## src/rtl/mmio_uart_tx.sv

```systemverilog
// mmio_uart_tx: memory-mapped 8N1 serial transmitter.
// Stores to DATA_ADDR feed a FIFO. Loads from STAT_ADDR report its state.
module mmio_uart_tx #(
  parameter int unsigned CLK_DIV    = 434,
  parameter int unsigned FIFO_DEPTH = 4,
  parameter logic [7:0]  DATA_ADDR  = 8'hFF,
  parameter logic [7:0]  STAT_ADDR  = 8'hFE
) (
  input  logic       clk,
  input  logic       rst,
  input  logic [7:0] mem_addr,
  input  logic       mem_wr_en,
  input  logic [7:0] mem_wr_data,
  output logic [7:0] rd_data,
  output logic       sel,
  output logic       txd,
  output logic       busy
);

  localparam int AW = $clog2(FIFO_DEPTH);
  localparam int CW = AW + 1;
  localparam int TW = $clog2(CLK_DIV);
  localparam logic [CW-1:0] FULL_CNT = CW'(FIFO_DEPTH);
  localparam logic [TW-1:0] T_LAST   = TW'(CLK_DIV - 1);

  typedef enum logic [1:0] {
    S_IDLE,
    S_START,
    S_DATA,
    S_STOP
  } state_t;

  state_t        r_state;
  logic [7:0]    r_mem [FIFO_DEPTH];
  logic [AW-1:0] r_wptr;
  logic [AW-1:0] r_rptr;
  logic [CW-1:0] r_count;
  logic          r_ovf;
  logic          r_txd;
  logic [7:0]    r_shift;
  logic [2:0]    r_idx;
  logic [TW-1:0] r_timer;

  logic w_hit_data;
  logic w_hit_stat;
  logic w_full;
  logic w_empty;
  logic w_active;
  logic w_push;
  logic w_pop;
  logic w_ovf_set;
  logic w_ovf_clr;
  logic w_tick;
  logic [7:0] w_status;

  assign w_hit_data = (mem_addr == DATA_ADDR);
  assign w_hit_stat = (mem_addr == STAT_ADDR);
  assign w_full     = (r_count == FULL_CNT);
  assign w_empty    = (r_count == '0);
  assign w_active   = (r_state != S_IDLE);
  assign w_tick     = (r_timer == T_LAST);

  // full is taken before any pop, so a store while full is always dropped
  assign w_push    = mem_wr_en && w_hit_data && !w_full;
  assign w_ovf_set = mem_wr_en && w_hit_data && w_full;
  assign w_ovf_clr = mem_wr_en && w_hit_stat && mem_wr_data[3];
  assign w_pop     = (r_state == S_IDLE) && !w_empty;

  assign w_status = {4'b0, r_ovf, w_active, w_full, w_empty};

  assign txd  = r_txd;
  assign busy = w_active || !w_empty;

  // zero-latency read mux for the single-cycle CPU
  always_comb begin
    rd_data = '0;
    sel     = 1'b0;
    if (w_hit_stat) begin
      sel     = 1'b1;
      rd_data = w_status;
    end else if (w_hit_data) begin
      sel     = 1'b1;
      rd_data = 8'(r_count);
    end
  end

  // FIFO storage; contents need no reset since pointers do
  always_ff @(posedge clk) begin
    if (rst && w_push) begin
      r_mem[r_wptr] <= mem_wr_data;
    end
  end

  // FIFO pointers and occupancy
  always_ff @(posedge clk) begin
    if (!rst) begin
      r_wptr  <= '0;
      r_rptr  <= '0;
      r_count <= '0;
    end else begin
      if (w_push) r_wptr <= r_wptr + 1'b1;
      if (w_pop)  r_rptr <= r_rptr + 1'b1;
      unique case ({w_push, w_pop})
        2'b10:   r_count <= r_count + 1'b1;
        2'b01:   r_count <= r_count - 1'b1;
        default: r_count <= r_count;
      endcase
    end
  end

  // sticky overflow flag; a same-cycle overflow beats the clear
  always_ff @(posedge clk) begin
    if (!rst) begin
      r_ovf <= 1'b0;
    end else if (w_ovf_set) begin
      r_ovf <= 1'b1;
    end else if (w_ovf_clr) begin
      r_ovf <= 1'b0;
    end
  end

  // frame FSM: start, 8 data bits LSB first, stop; txd registered
  always_ff @(posedge clk) begin
    if (!rst) begin
      r_state <= S_IDLE;
      r_txd   <= 1'b1;
      r_timer <= '0;
      r_idx   <= '0;
      r_shift <= '0;
    end else begin
      unique case (r_state)
        S_IDLE: begin
          r_txd <= 1'b1;
          if (!w_empty) begin
            r_shift <= r_mem[r_rptr];
            r_timer <= '0;
            r_txd   <= 1'b0;
            r_state <= S_START;
          end
        end
        S_START: begin
          if (w_tick) begin
            r_timer <= '0;
            r_idx   <= '0;
            r_txd   <= r_shift[0];
            r_state <= S_DATA;
          end else begin
            r_timer <= r_timer + 1'b1;
          end
        end
        S_DATA: begin
          if (w_tick) begin
            r_timer <= '0;
            if (r_idx == 3'd7) begin
              r_txd   <= 1'b1;
              r_state <= S_STOP;
            end else begin
              r_shift <= r_shift >> 1;
              r_idx   <= r_idx + 3'd1;
              r_txd   <= r_shift[1];
            end
          end else begin
            r_timer <= r_timer + 1'b1;
          end
        end
        S_STOP: begin
          if (w_tick) begin
            r_timer <= '0;
            r_txd   <= 1'b1;
            r_state <= S_IDLE;
          end else begin
            r_timer <= r_timer + 1'b1;
          end
        end
        default: begin
          r_state <= S_IDLE;
          r_txd   <= 1'b1;
        end
      endcase
    end
  end

endmodule
```

## config.mk

```make
export PLATFORM = sky130hd
export DESIGN_NAME = mmio_uart_tx
export DESIGN_NICKNAME = d
export VERILOG_FILES = /design/src/rtl/mmio_uart_tx.sv
export SDC_FILE = /design/constraint.sdc
export NUM_CORES = 1
export LEC_CHECK = 0
export CAP_MARGIN = 20
export CORE_AREA = 10 10 91 109
export DETAILED_ROUTE_END_ITERATION = 10
export DIE_AREA = 0 0 101 119
export HOLD_SLACK_MARGIN = 0.15
export PLACE_DENSITY_LB_ADDON = 0.3
export SYNTH_ARGS = -nofsm -noshare
export SYNTH_HDL_FRONTEND = slang
export SYNTH_SLANG_ARGS = --single-unit
export TNS_END_PERCENT = 10
```

## constraint.sdc

```tcl
create_clock -name clk -period 2.99 [get_ports clk]
set_input_delay 0.598 -clock clk [delete_from_list [all_inputs] [get_ports clk]]
set_output_delay 0.598 -clock clk [all_outputs]
set_load 0.05 [all_outputs]
```

==> impl_metrics.env <==
export IMPL_cp_max_fo=6
export IMPL_p_total_mw=2.28
export IMPL_die_area_mm2=0.0120
export IMPL_ir_drop_v=0.000419
export IMPL_die_h_um=119
export IMPL_post_route_min_period_ps=2730
export IMPL_gp_congestion=0.791
export IMPL_root_buffer="clkbuf_8"
export IMPL_route_antenna_remaining_nets=0
export IMPL_synth_top_area_share_pct=31.7
export IMPL_multi_input_area_mm2=0.00129
export IMPL_final_nets=323
export IMPL_synth_top_cells_by_count="dfxtp_1, edfxtp_1, nor2_1"
export IMPL_final_layout_size_suffix_gt1_share_pct=14.6
export IMPL_drtPass1Iterations=4
export IMPL_hold_viol=0
export IMPL_hold_buffers=0
export IMPL_grt_pass1_vias=2017
export IMPL_yosys_top_cells_area="edfxtp_1, dfxtp_1, mux4_2, ha_1, nor2_1"
export IMPL_postSynthCellCount=258
export IMPL_synthAdderAreaFrac_pct=6.45
export IMPL_cts_path_max_buffers=2
export IMPL_antenna_found_initial=0
export IMPL_regArea_mm2=0.00162
export IMPL_maxSlewViolCount=0
export IMPL_synth_seq_cells=65
export IMPL_nFillCells=714
export IMPL_synth_area_mux_share_pct=8.93
export IMPL_rrSetupSlack_ps=600
export IMPL_avgViaCountPerCell=5.09
export IMPL_cts_setup_buffers=0
export IMPL_syn_area_per_cell_um2=11.7
export IMPL_grt_ovfl_total=0
export IMPL_netlist_area_mm2=0.00303
export IMPL_portBuffers=25
export IMPL_yosysSeqAreaShare_pct=53.6
export IMPL_drtIter0Drc=49
export IMPL_worstMarginPinSlew_ps=652
export IMPL_synth_warnings=0
export IMPL_wire_per_inst_um=14.6
export IMPL_pin_count=30
export IMPL_fin_worst_skew_ps=5.51
export IMPL_async_flop_share_pct=0
export IMPL_fp_row_count=36
export IMPL_crit_path_start_kind="primary input"
export IMPL_syn2layout_area_growth_pct=18.9
export IMPL_dpl_hpwl_um=3990
export IMPL_fmax_mhz=366
export IMPL_drt_total_wl_um=5690
export IMPL_yosys_cell_count_top_type="dfxtp_1"
export IMPL_leakage_nw=1.25
export IMPL_synth_compound_area_share_pct=9.50
export IMPL_pwr_density_cell_mw_per_mm2=633
export IMPL_synthSimpleGateAreaFrac_pct=14.2
export IMPL_core_area_mm2=0.00788
export IMPL_grt_usage_pct=10.1
export IMPL_finalSetupTns_ps=0
export IMPL_worstSkewPairLatency_ps=340
export IMPL_synthXorXnorAreaFrac_pct=3.18
export IMPL_synth_ff_type="dfxtp_1"
export IMPL_grt_max_degree=17
export IMPL_netlist_cell_type_count=48
export IMPL_rsz0062_at_grt="false"
export IMPL_n_antenna_cell=0
export IMPL_status="completed"
export IMPL_clk_pin_slew_ps=70
export IMPL_cts_sinks=65
export IMPL_drv_cap=0
export IMPL_cts_tree="yes"
export IMPL_crit_arrival_ps=2130
export IMPL_relSlewSlack_pct=56.5
export IMPL_drc=0
export IMPL_vias=1980
export IMPL_cts_htree_levels=3
export IMPL_cts_resized=0
export IMPL_synth_edff_count=32
export IMPL_setup_viol=0
export IMPL_crit_required_ps=2390
export IMPL_grt_pass1_wl_um=9730
export IMPL_synth_top_area_cell="edfxtp_1"
export IMPL_die_x_um=101
export IMPL_period_share_pct=91.4
export IMPL_worstSetupPathType="primary input to output pin"
export IMPL_hp_class="register to register"
export IMPL_synth_top_family_by_area="simple AND/OR/NAND/NOR gates"
export IMPL_start_util_pct=38.4
export IMPL_numCtsBuffers=9
export IMPL_end_kind="output pin"
export IMPL_fin_hold_ws_ps=473
final cells by class:
type,instances,share of cell area (%)
clock buffer,9,3.44
clock inverter,7,1.49
inverter,14,1.46
multi-input combinational,169,36.0
sequential,65,45.0
tap,95,3.30
timing repair buffer,30,9.31
worst paths after layout:
check               from  cells past startpoint          to
max          mem_addr[3]                      5  rd_data[3]
min             r_idx[1]                      2    r_idx[1]
max reg2reg   r_state[0]                      9  r_count[2]
min reg2reg     r_idx[1]                      2    r_idx[1]
cell usage in the layout, fill, tap and decap left out, types with 3 or more instances in the layout:
| cell | netlist | layout |
|---|---|---|
| nand2b_1 | 7 | 7 |
| clkbuf_8 | 0 | 9 |
| buf_4 | 5 | 6 |
| nand2_1 | 12 | 12 |
| o21ai_0 | 4 | 4 |
| mux2i_1 | 9 | 9 |
| nor2_1 | 26 | 26 |
| conb_1 | 1 | 4 |
| and3_1 | 5 | 5 |
| xor2_1 | 6 | 6 |
| a21oi_1 | 19 | 19 |
| dfxtp_1 | 33 | 33 |
| mux4_2 | 8 | 8 |
| clkdlybuf4s50_1 | 0 | 19 |
| edfxtp_1 | 32 | 32 |
| ha_1 | 14 | 14 |
| nand3_1 | 6 | 6 |
| nand4_1 | 4 | 4 |
| o31ai_1 | 9 | 9 |
| inv_1 | 13 | 13 |
| clkinvlp_4 | 0 | 3 |
| xnor2_1 | 5 | 5 |
| buf_12 | 0 | 5 |
report_power, final:
group / total (mW) / internal [mW] / leakage, nW / switching (mW)
Clock: 0.665 / 0.306 / 0.0822 / 0.360
Sequential: 1.04 / 0.982 / 0.554 / 0.0628
Combinational: 0.570 / 0.249 / 0.614 / 0.321
metal layers:
layer / vias up / track usage [%] / share of wire, %
li1: 994 / - / -
met1: 946 / 12.0 / 44
met2: 32 / 16.1 / 50
met3: 8 / 2.89 / 4.9
met4: 0 / 5.32 / 1.9
met5: - / 0 / 0
cell families (layout without fill, tap and decap cells):
logic type,count (synthesis),after routing
AO/OA/AOI/OAI,45,45
flip-flops,65,65
adder cells (fa/ha/maj),15,15
AND/OR/NAND/NOR,77,77
multiplexers,17,17
XOR/XNOR,11,11
other,1,4
buffers and inverters,27,60
per-stage QoR:
stage / util (%) / worst slack, ps / cells / instance area, um^2
detailed placement: 43.4 / 253 / 373 / 3420
CTS: 45.7 / 253 / 389 / 3600
global route: 45.7 / 144 / 389 / 3600
floorplan: - / 24.1 / 261 / 3040
global placement: 43.4 / 266 / 373 / 3420
finish: 45.7 / 258 / 389 / 3600
critical path: stages:
cell and delay [ps]:
clkdlybuf4s50_1 450, nand4_1 150, or2_2 390, nor3b_1 350, buf_12 190
flip-flops by register name (all words and copies together), names as in the netlist, named ones only:
| name | count |
|---|---|
| r_count | 3 |
| r_idx | 3 |
| r_mem | 32 |
| r_ovf | 1 |
| r_rptr | 2 |
| r_shift | 8 |
| r_state | 2 |
| r_timer | 9 |
| r_wptr | 2 |
| txd | 1 |
Power figures use the tool's default switching activity.
